File: src/rtl/regs_param_iss.sv
// Parametrised register file for the ISS: registered read ports with write bypass,
// a pending-write scoreboard, and the flattened full register view.
module regs_param_iss #(
   parameter int XLEN     = 32,
   parameter int NUM_REGS = 32,
   parameter int NUM_RD   = 2,
   parameter int ZERO_REG = 1,
   localparam int AW      = $clog2(NUM_REGS)
) (
   input  logic                     clk,
   input  logic                     rst,
   input  logic                     CtlToRegs_port_sync,
   input  logic [AW-1:0]            CtlToRegs_dst,
   input  logic [XLEN-1:0]          CtlToRegs_dstdata,
   input  logic                     CtlToRegs_reserve_sync,
   input  logic [AW-1:0]            CtlToRegs_reserve_dst,
   input  logic [NUM_RD-1:0]        rd_req,
   input  logic [NUM_RD*AW-1:0]     rd_addr,
   output logic [NUM_RD*XLEN-1:0]   rd_data,
   output logic [NUM_RD-1:0]        rd_valid,
   output logic [NUM_REGS-1:0]      busy,
   output logic [NUM_REGS*XLEN-1:0] RegsToCtl_port
);

   logic [XLEN-1:0]     regs_q    [NUM_REGS];
   logic [XLEN-1:0]     regs_d    [NUM_REGS];
   logic [NUM_REGS-1:0] busy_q, busy_d;
   logic [XLEN-1:0]     rd_data_q [NUM_RD];
   logic [XLEN-1:0]     rd_data_d [NUM_RD];
   logic [NUM_RD-1:0]   rd_valid_q, rd_valid_d;

   logic wr_zero, rsv_zero;
   assign wr_zero  = (ZERO_REG != 0) && (CtlToRegs_dst == '0);
   assign rsv_zero = (ZERO_REG != 0) && (CtlToRegs_reserve_dst == '0);

   always_comb begin
      regs_d = regs_q;
      if (CtlToRegs_port_sync && !wr_zero)
         regs_d[CtlToRegs_dst] = CtlToRegs_dstdata;
   end

   // Reserve is applied after the write clear so a same-register collision stays busy.
   always_comb begin
      busy_d = busy_q;
      if (CtlToRegs_port_sync)
         busy_d[CtlToRegs_dst] = 1'b0;
      if (CtlToRegs_reserve_sync && !rsv_zero)
         busy_d[CtlToRegs_reserve_dst] = 1'b1;
   end

   always_comb begin
      rd_valid_d = rd_req;
      for (int i = 0; i < NUM_RD; i++) begin
         rd_data_d[i] = rd_data_q[i];
         if (rd_req[i]) begin
            if ((ZERO_REG != 0) && (rd_addr[i*AW +: AW] == '0))
               rd_data_d[i] = '0;
            else if (CtlToRegs_port_sync && (CtlToRegs_dst == rd_addr[i*AW +: AW]))
               rd_data_d[i] = CtlToRegs_dstdata;
            else
               rd_data_d[i] = regs_q[rd_addr[i*AW +: AW]];
         end
      end
   end

   always_ff @(posedge clk) begin
      if (rst) begin
         for (int r = 0; r < NUM_REGS; r++)
            regs_q[r] <= '0;
         for (int i = 0; i < NUM_RD; i++)
            rd_data_q[i] <= '0;
         busy_q     <= '0;
         rd_valid_q <= '0;
      end else begin
         regs_q     <= regs_d;
         rd_data_q  <= rd_data_d;
         busy_q     <= busy_d;
         rd_valid_q <= rd_valid_d;
      end
   end

   for (genvar g = 0; g < NUM_REGS; g++) begin : g_view
      assign RegsToCtl_port[g*XLEN +: XLEN] = regs_q[g];
   end

   for (genvar p = 0; p < NUM_RD; p++) begin : g_rd
      assign rd_data[p*XLEN +: XLEN] = rd_data_q[p];
   end

   assign rd_valid = rd_valid_q;
   assign busy     = busy_q;

endmodule

File: config.mk
export PLATFORM = sky130hd
export DESIGN_NAME = regs_param_iss
export DESIGN_NICKNAME = d
export VERILOG_FILES = /design/src/rtl/regs_param_iss.sv
export SDC_FILE = /design/constraint.sdc
export NUM_CORES = 2
export LEC_CHECK = 0
export CORE_AREA = 2 2 465 467
export DETAILED_ROUTE_END_ITERATION = 12
export DIE_AREA = 0 0 467 469
export DONT_BUFFER_PORTS = 1
export GPL_ROUTABILITY_DRIVEN = 1
export HOLD_SLACK_MARGIN = 0.12
export SETUP_SLACK_MARGIN = 0.02
export SYNTH_ARGS = -nofsm -noshare
export SYNTH_HDL_FRONTEND = slang
export SYNTH_SLANG_ARGS = --single-unit
File: constraint.sdc
create_clock -name clk -period 2.1 [get_ports clk]
set_clock_uncertainty 0.05 [all_clocks]
set_input_delay 0.42 -clock clk [delete_from_list [all_inputs] [get_ports clk]]
set_output_delay 0.42 -clock clk [all_outputs]
set_load 0.02 [all_outputs]
======== Word-level counts from Yosys, hierarchy flattened ========
Index checks and enable logic that the tools add are counted.
cells by class
  magnitude comparators ................... 8
  equal/unequal tests ..................... 2
  multiplexer cells ....................... 19
  bitwise operators ....................... 6
  reduce and logical (&&, ||, !) cells .... 13
operators by type and width
  cell                count
  $bwmux 1024         1
  $mux 32             11
  $bmux 32 s5         2
  $demux 32 s5        1
  $and 32x32->32      1
  $not 32->32         1
  $or 32x32->32       1
  $logic_not 5->1     4
  $ge 6x6->1 const B  3
  $not 5->6           3
  $lt 5x6->1 const B  2
  $demux 1 s5         2
  $eq 5x5->1          2
  $ge 5x1->1 const B  2
  $logic_and 1x1->1   7
  $lt 6x1->1 const B  1
  $logic_not 1->1     2
  $mux 1              2
word-level totals
  bits in registers ....................... 1122
  bits of input ports ..................... 58

======== Logic depth before layout (Yosys ltp) ========
  depth after elaboration ................. 9
  depth in mapped cells ................... 10

======== Least setup slack after synthesis ========
Ideal clock, no wire load.
  path kind ............................... input port to flip-flop
  from .................................... input rd_addr[7]
  to ...................................... register rd_data_q (netlist bit rd_data[51])
  library setup time ...................... 0.129 ns
  arrival time ............................ 2.117 ns
  data required time ...................... 1.921 ns
  slack ................................... -0.196 ns
  stages .................................. 7
  path through ............................ buf_2 -> clkbuf_1 -> buf_1 -> mux4_2 -> mux4_2 -> nand2b_1 -> o211ai_2
on the way
  word-level cells in the longest chain between the ends .. 6
ends and longest elaborated chain
  item                                        line  RTL
  from (decl)                                 18    input logic [NUM_RD*AW-1:0] rd_addr,
  $not 5->6 (implied by the code)             61    rd_data_d[i] = regs_q[rd_addr[i*AW +: AW]];
  $bmux 32 s5                                 61
  $mux 32 (implied by the code) (2 in a row)  61
  $mux 32                                     58    else if (CtlToRegs_port_sync && (CtlToRegs_dst == rd_addr[i*AW +: AW]))
  $mux 32 *                                   56    if ((ZERO_REG != 0) && (rd_addr[i*AW +: AW] == '0))
  to (signal assigned)                        76    rd_data_q <= rd_data_d;
  to (decl)                                   28    logic [XLEN-1:0] rd_data_q [NUM_RD];
Every way passes the cells marked *; elsewhere a longest branch is shown, timed or not. The select of a mux whose other input is x is not followed.
A chain may end at the register's enable or synchronous reset.

======== Final worst setup path ========
  from .................................... input rd_addr[0]
  to ...................................... register rd_data_q (netlist bit rd_data[20])
Same word-level chain as after synthesis.

==> qor.yml <==
timing.hold.ws_ns: -0.0634
synth_flop_cell: "sky130_fd_sc_hd__dfxtp_1"
wl_um: 397000
cts_htree_levels: 4
cellLeakagePower_nw: 33.0
post_synth_inst_count: 6185
report.final.setup_viol: 11
number_of_enable_flip_flop_cells_after_synthesis: 0
postSynth.asyncResetShare: 0
fin_crit_sh: 1.10
post_route_drc_violation_count: 0
netlist_area_sq_um: 55700
final_period_demand_of_the_worst_path_ns: 2.31
worstSetupPathType: "in -> reg"
detailedRoute.firstIterationViolations: 9426
maximum_vdd_drop_v: 0.000892
clk_transition_reported_paths_ns: 0.06
hpwlAfterDp_um: 265000
synth_cell_type_count: 55
starting_utilization_of_the_core_area: 0.260
timing.critical_path.arrival_ns: 2.94
finalNetCount: 7936
die_area_sq_um: 219000
hold_class: "in -> reg"
instance_area_at_placement_sq_um: 65700
failed_checks: "hold timing, setup timing"
status: "finished with violations"
min_delay_path_depth: 2
multiInputGateArea_sq_um: 30800
path_max_fanout: 192
clock_tree_from_tritoncts: "built"
drt-wirelength-per-cell_um: 36.6
die_x_um: 467
layout_cells_sized_above_1: 0.256
mostFrequentLayoutCell: "sky130_fd_sc_hd__nand2_1"
clk_root_buffer_cell: "sky130_fd_sc_hd__clkbuf_16"
reg2reg_depth: 5
postLayoutSetupSlackWorst_ns: -0.209
utilization: 0.386
rsz0062_at_grt: "true"
drv_cap: 0
tightestPinTransition_ns: 1.44
areaGrowthSynthToFinish_pct: 48.2
synth.ff_latch_count: 1122
routed_via_density: 5.68
drt_pass1_iterations: 8
launching_element_type_of_the_critical_path: "input port"
ios: 1180
final_max_slew_viol_count: 0
final-seq-area_sq_um: 22500
antenna_found_initial: 42
number_of_nets_produced_by_synthesis: 6243
drtAntennaViolNets: 0
io_buffer_count: 0
totalPowerFinal_mw: 52.2
grt.overflow.total: 0
layout_common_cells: "2,071 x sky130_fd_sc_hd__nand2_1, 1,102 x sky130_fd_sc_hd__dfxtp_1, 1,066 x sky130_fd_sc_hd__dlygate4sd3_1"
placement_rows: 170
numClockSinks: 1122
grt_first_pass_wirelength_um: 520000
deepest_clock_path_buffer_count: 3
place_congestion: 0.996
pwr_density_cell_nw_per_um2: 632
vias: 61700
timing_hold_violations_final: 8
seq_area_frac_synth: 0.403
clock_latency_at_the_later_pin_of_the_worst_skew_pair_ns: 0.83
floorplan.die.height_um: 469
design.core.area_sq_um: 214000
endpoint_kind: "flip-flop"
cts-buffers-inserted: 141
first_global_vias: 58400
fmaxAchievable_ghz: 0.433
yosysWarnings: 0
postSynthAreaPerCell_sq_um: 9.00
grt_usage: 0.344
maxSlewHeadroom: 0.0420
finish.instance_area_sq_um: 82500
timing.critical_path.required_ns: 2.74
fillCellCount: 21100
largest_net_degree_at_the_start_of_global_routing: 967
-- stage by stage --
step                setup slack [ns]  cells  TNS [ns]
finish                        -0.209  10800    -0.640
global route                 0.00963  10800         0
CTS                           0.0227  10800         0
detailed placement            -0.769   9443    -17.68
global placement              -0.853   9443    -18.96
floorplan                    0.00260   6185         0
-- per-layer routing --
layer | global-route usage | wire length (um) | vias to the layer above
met5 | 0 | 82 | -
met4 | 0.203 | 28700 | 12
met3 | 0.175 | 63800 | 1113
met2 | 0.481 | 159000 | 4989
met1 | 0.420 | 146000 | 30500
li1 | - | - | 25000
-- where the power goes --
part / switching [mW] / internal, mW / total [mW]
clock: 11.0 / 15.1 / 26.1
combinational: 2.60 / 1.63 / 4.23
sequential: 0.393 / 21.5 / 21.9
total: 14.0 / 38.2 / 52.2
-- critical path: stages --
cell and delay (ns):
sky130_fd_sc_hd__mux4_2 1.07, sky130_fd_sc_hd__mux2_2 0.33, sky130_fd_sc_hd__o211ai_1 0.28, sky130_fd_sc_hd__nand3_1 0.17
-- layout make-up --
class / count / share of cell area
timing repair buffer: 2195 / 0.253
multi-input combinational: 4416 / 0.373
antenna: 24 / 0.000728
clock buffer: 203 / 0.0496
sequential: 1122 / 0.272
clock inverter: 48 / 0.00820
tap: 2838 / 0.0430
inverter: 2 / 0.0000910
-- logic make-up after synthesis --
family,share of synthesized area
flip-flops,0.403
XOR/XNOR,0.00157
multiplexers,0.246
buffers and inverters,0.0513
AO/OA/AOI/OAI,0.131
AND/OR/NAND/NOR,0.167
-- synth_stat cells (3+ instances only) --
master                        n  area share
sky130_fd_sc_hd__buf_6       16      0.0032
sky130_fd_sc_hd__and3b_1      4     0.00063
sky130_fd_sc_hd__o31ai_1      8      0.0011
sky130_fd_sc_hd__or3b_1       4     0.00063
sky130_fd_sc_hd__buf_2      117       0.011
sky130_fd_sc_hd__and3_1       4     0.00045
sky130_fd_sc_hd__xnor2_1     10      0.0016
sky130_fd_sc_hd__nor3b_1      7     0.00094
sky130_fd_sc_hd__a22oi_1    113       0.015
sky130_fd_sc_hd__and2_1       4     0.00045
sky130_fd_sc_hd__nor2b_1     43      0.0048
sky130_fd_sc_hd__o211ai_1    37      0.0050
sky130_fd_sc_hd__o21ai_1     44      0.0040
sky130_fd_sc_hd__mux2_2      73       0.015
sky130_fd_sc_hd__dfxtp_1   1122        0.40
sky130_fd_sc_hd__buf_1       25      0.0017
sky130_fd_sc_hd__nor2_1      90      0.0061
sky130_fd_sc_hd__nand3_1     32      0.0029
sky130_fd_sc_hd__clkbuf_2     7     0.00063
sky130_fd_sc_hd__nor3_1       3     0.00027
sky130_fd_sc_hd__mux4_2     484        0.20
sky130_fd_sc_hd__a21oi_1   1008       0.091
sky130_fd_sc_hd__buf_4       37      0.0050
sky130_fd_sc_hd__o22ai_1     15      0.0017
sky130_fd_sc_hd__nor4_1       5     0.00056
sky130_fd_sc_hd__a211oi_1     4     0.00054
sky130_fd_sc_hd__and4_1       7      0.0011
sky130_fd_sc_hd__a22o_1       4     0.00063
sky130_fd_sc_hd__nand3b_1     4     0.00054
sky130_fd_sc_hd__a221oi_1    16      0.0025
sky130_fd_sc_hd__o21ai_0      5     0.00045
sky130_fd_sc_hd__nand2b_1    34      0.0038
sky130_fd_sc_hd__nand2_1   2103        0.14
sky130_fd_sc_hd__or4_1        5     0.00067
sky130_fd_sc_hd__o211ai_2    30      0.0067
sky130_fd_sc_hd__clkbuf_1   442       0.030
sky130_fd_sc_hd__mux2i_1    195       0.035
-- worst paths after layout --
check | slack, ns | start | endpoint
worst max-delay path | -0.21 | rd_addr[0] | rd_data[20]
worst min-delay path | -0.06 | rd_addr[9] | rd_data[46]
worst max register to register | 0.05 | RegsToCtl_port[692] | rd_data[20]
worst min register to register | 0.45 | RegsToCtl_port[3] | RegsToCtl_port[3]
-- sequential cells by signal, indices dropped and copies added (netlist names) --
| name | flops |
|---|---|
| RegsToCtl_port | 1024 |
| rd_data | 64 |
| busy | 32 |
| rd_valid | 2 |
-- timing repair --
item | CTS | global route
setup endpoints to repair | 16 | 468
setup buffers | 0 | 14
hold buffers | 1104 | 1
endpoints found under the hold margin | 1122 | 40
resized for setup | 16 | 13
gates cloned | 0 | 7
pin swaps | 0 | 6
(Power assumes the default switching activity.)
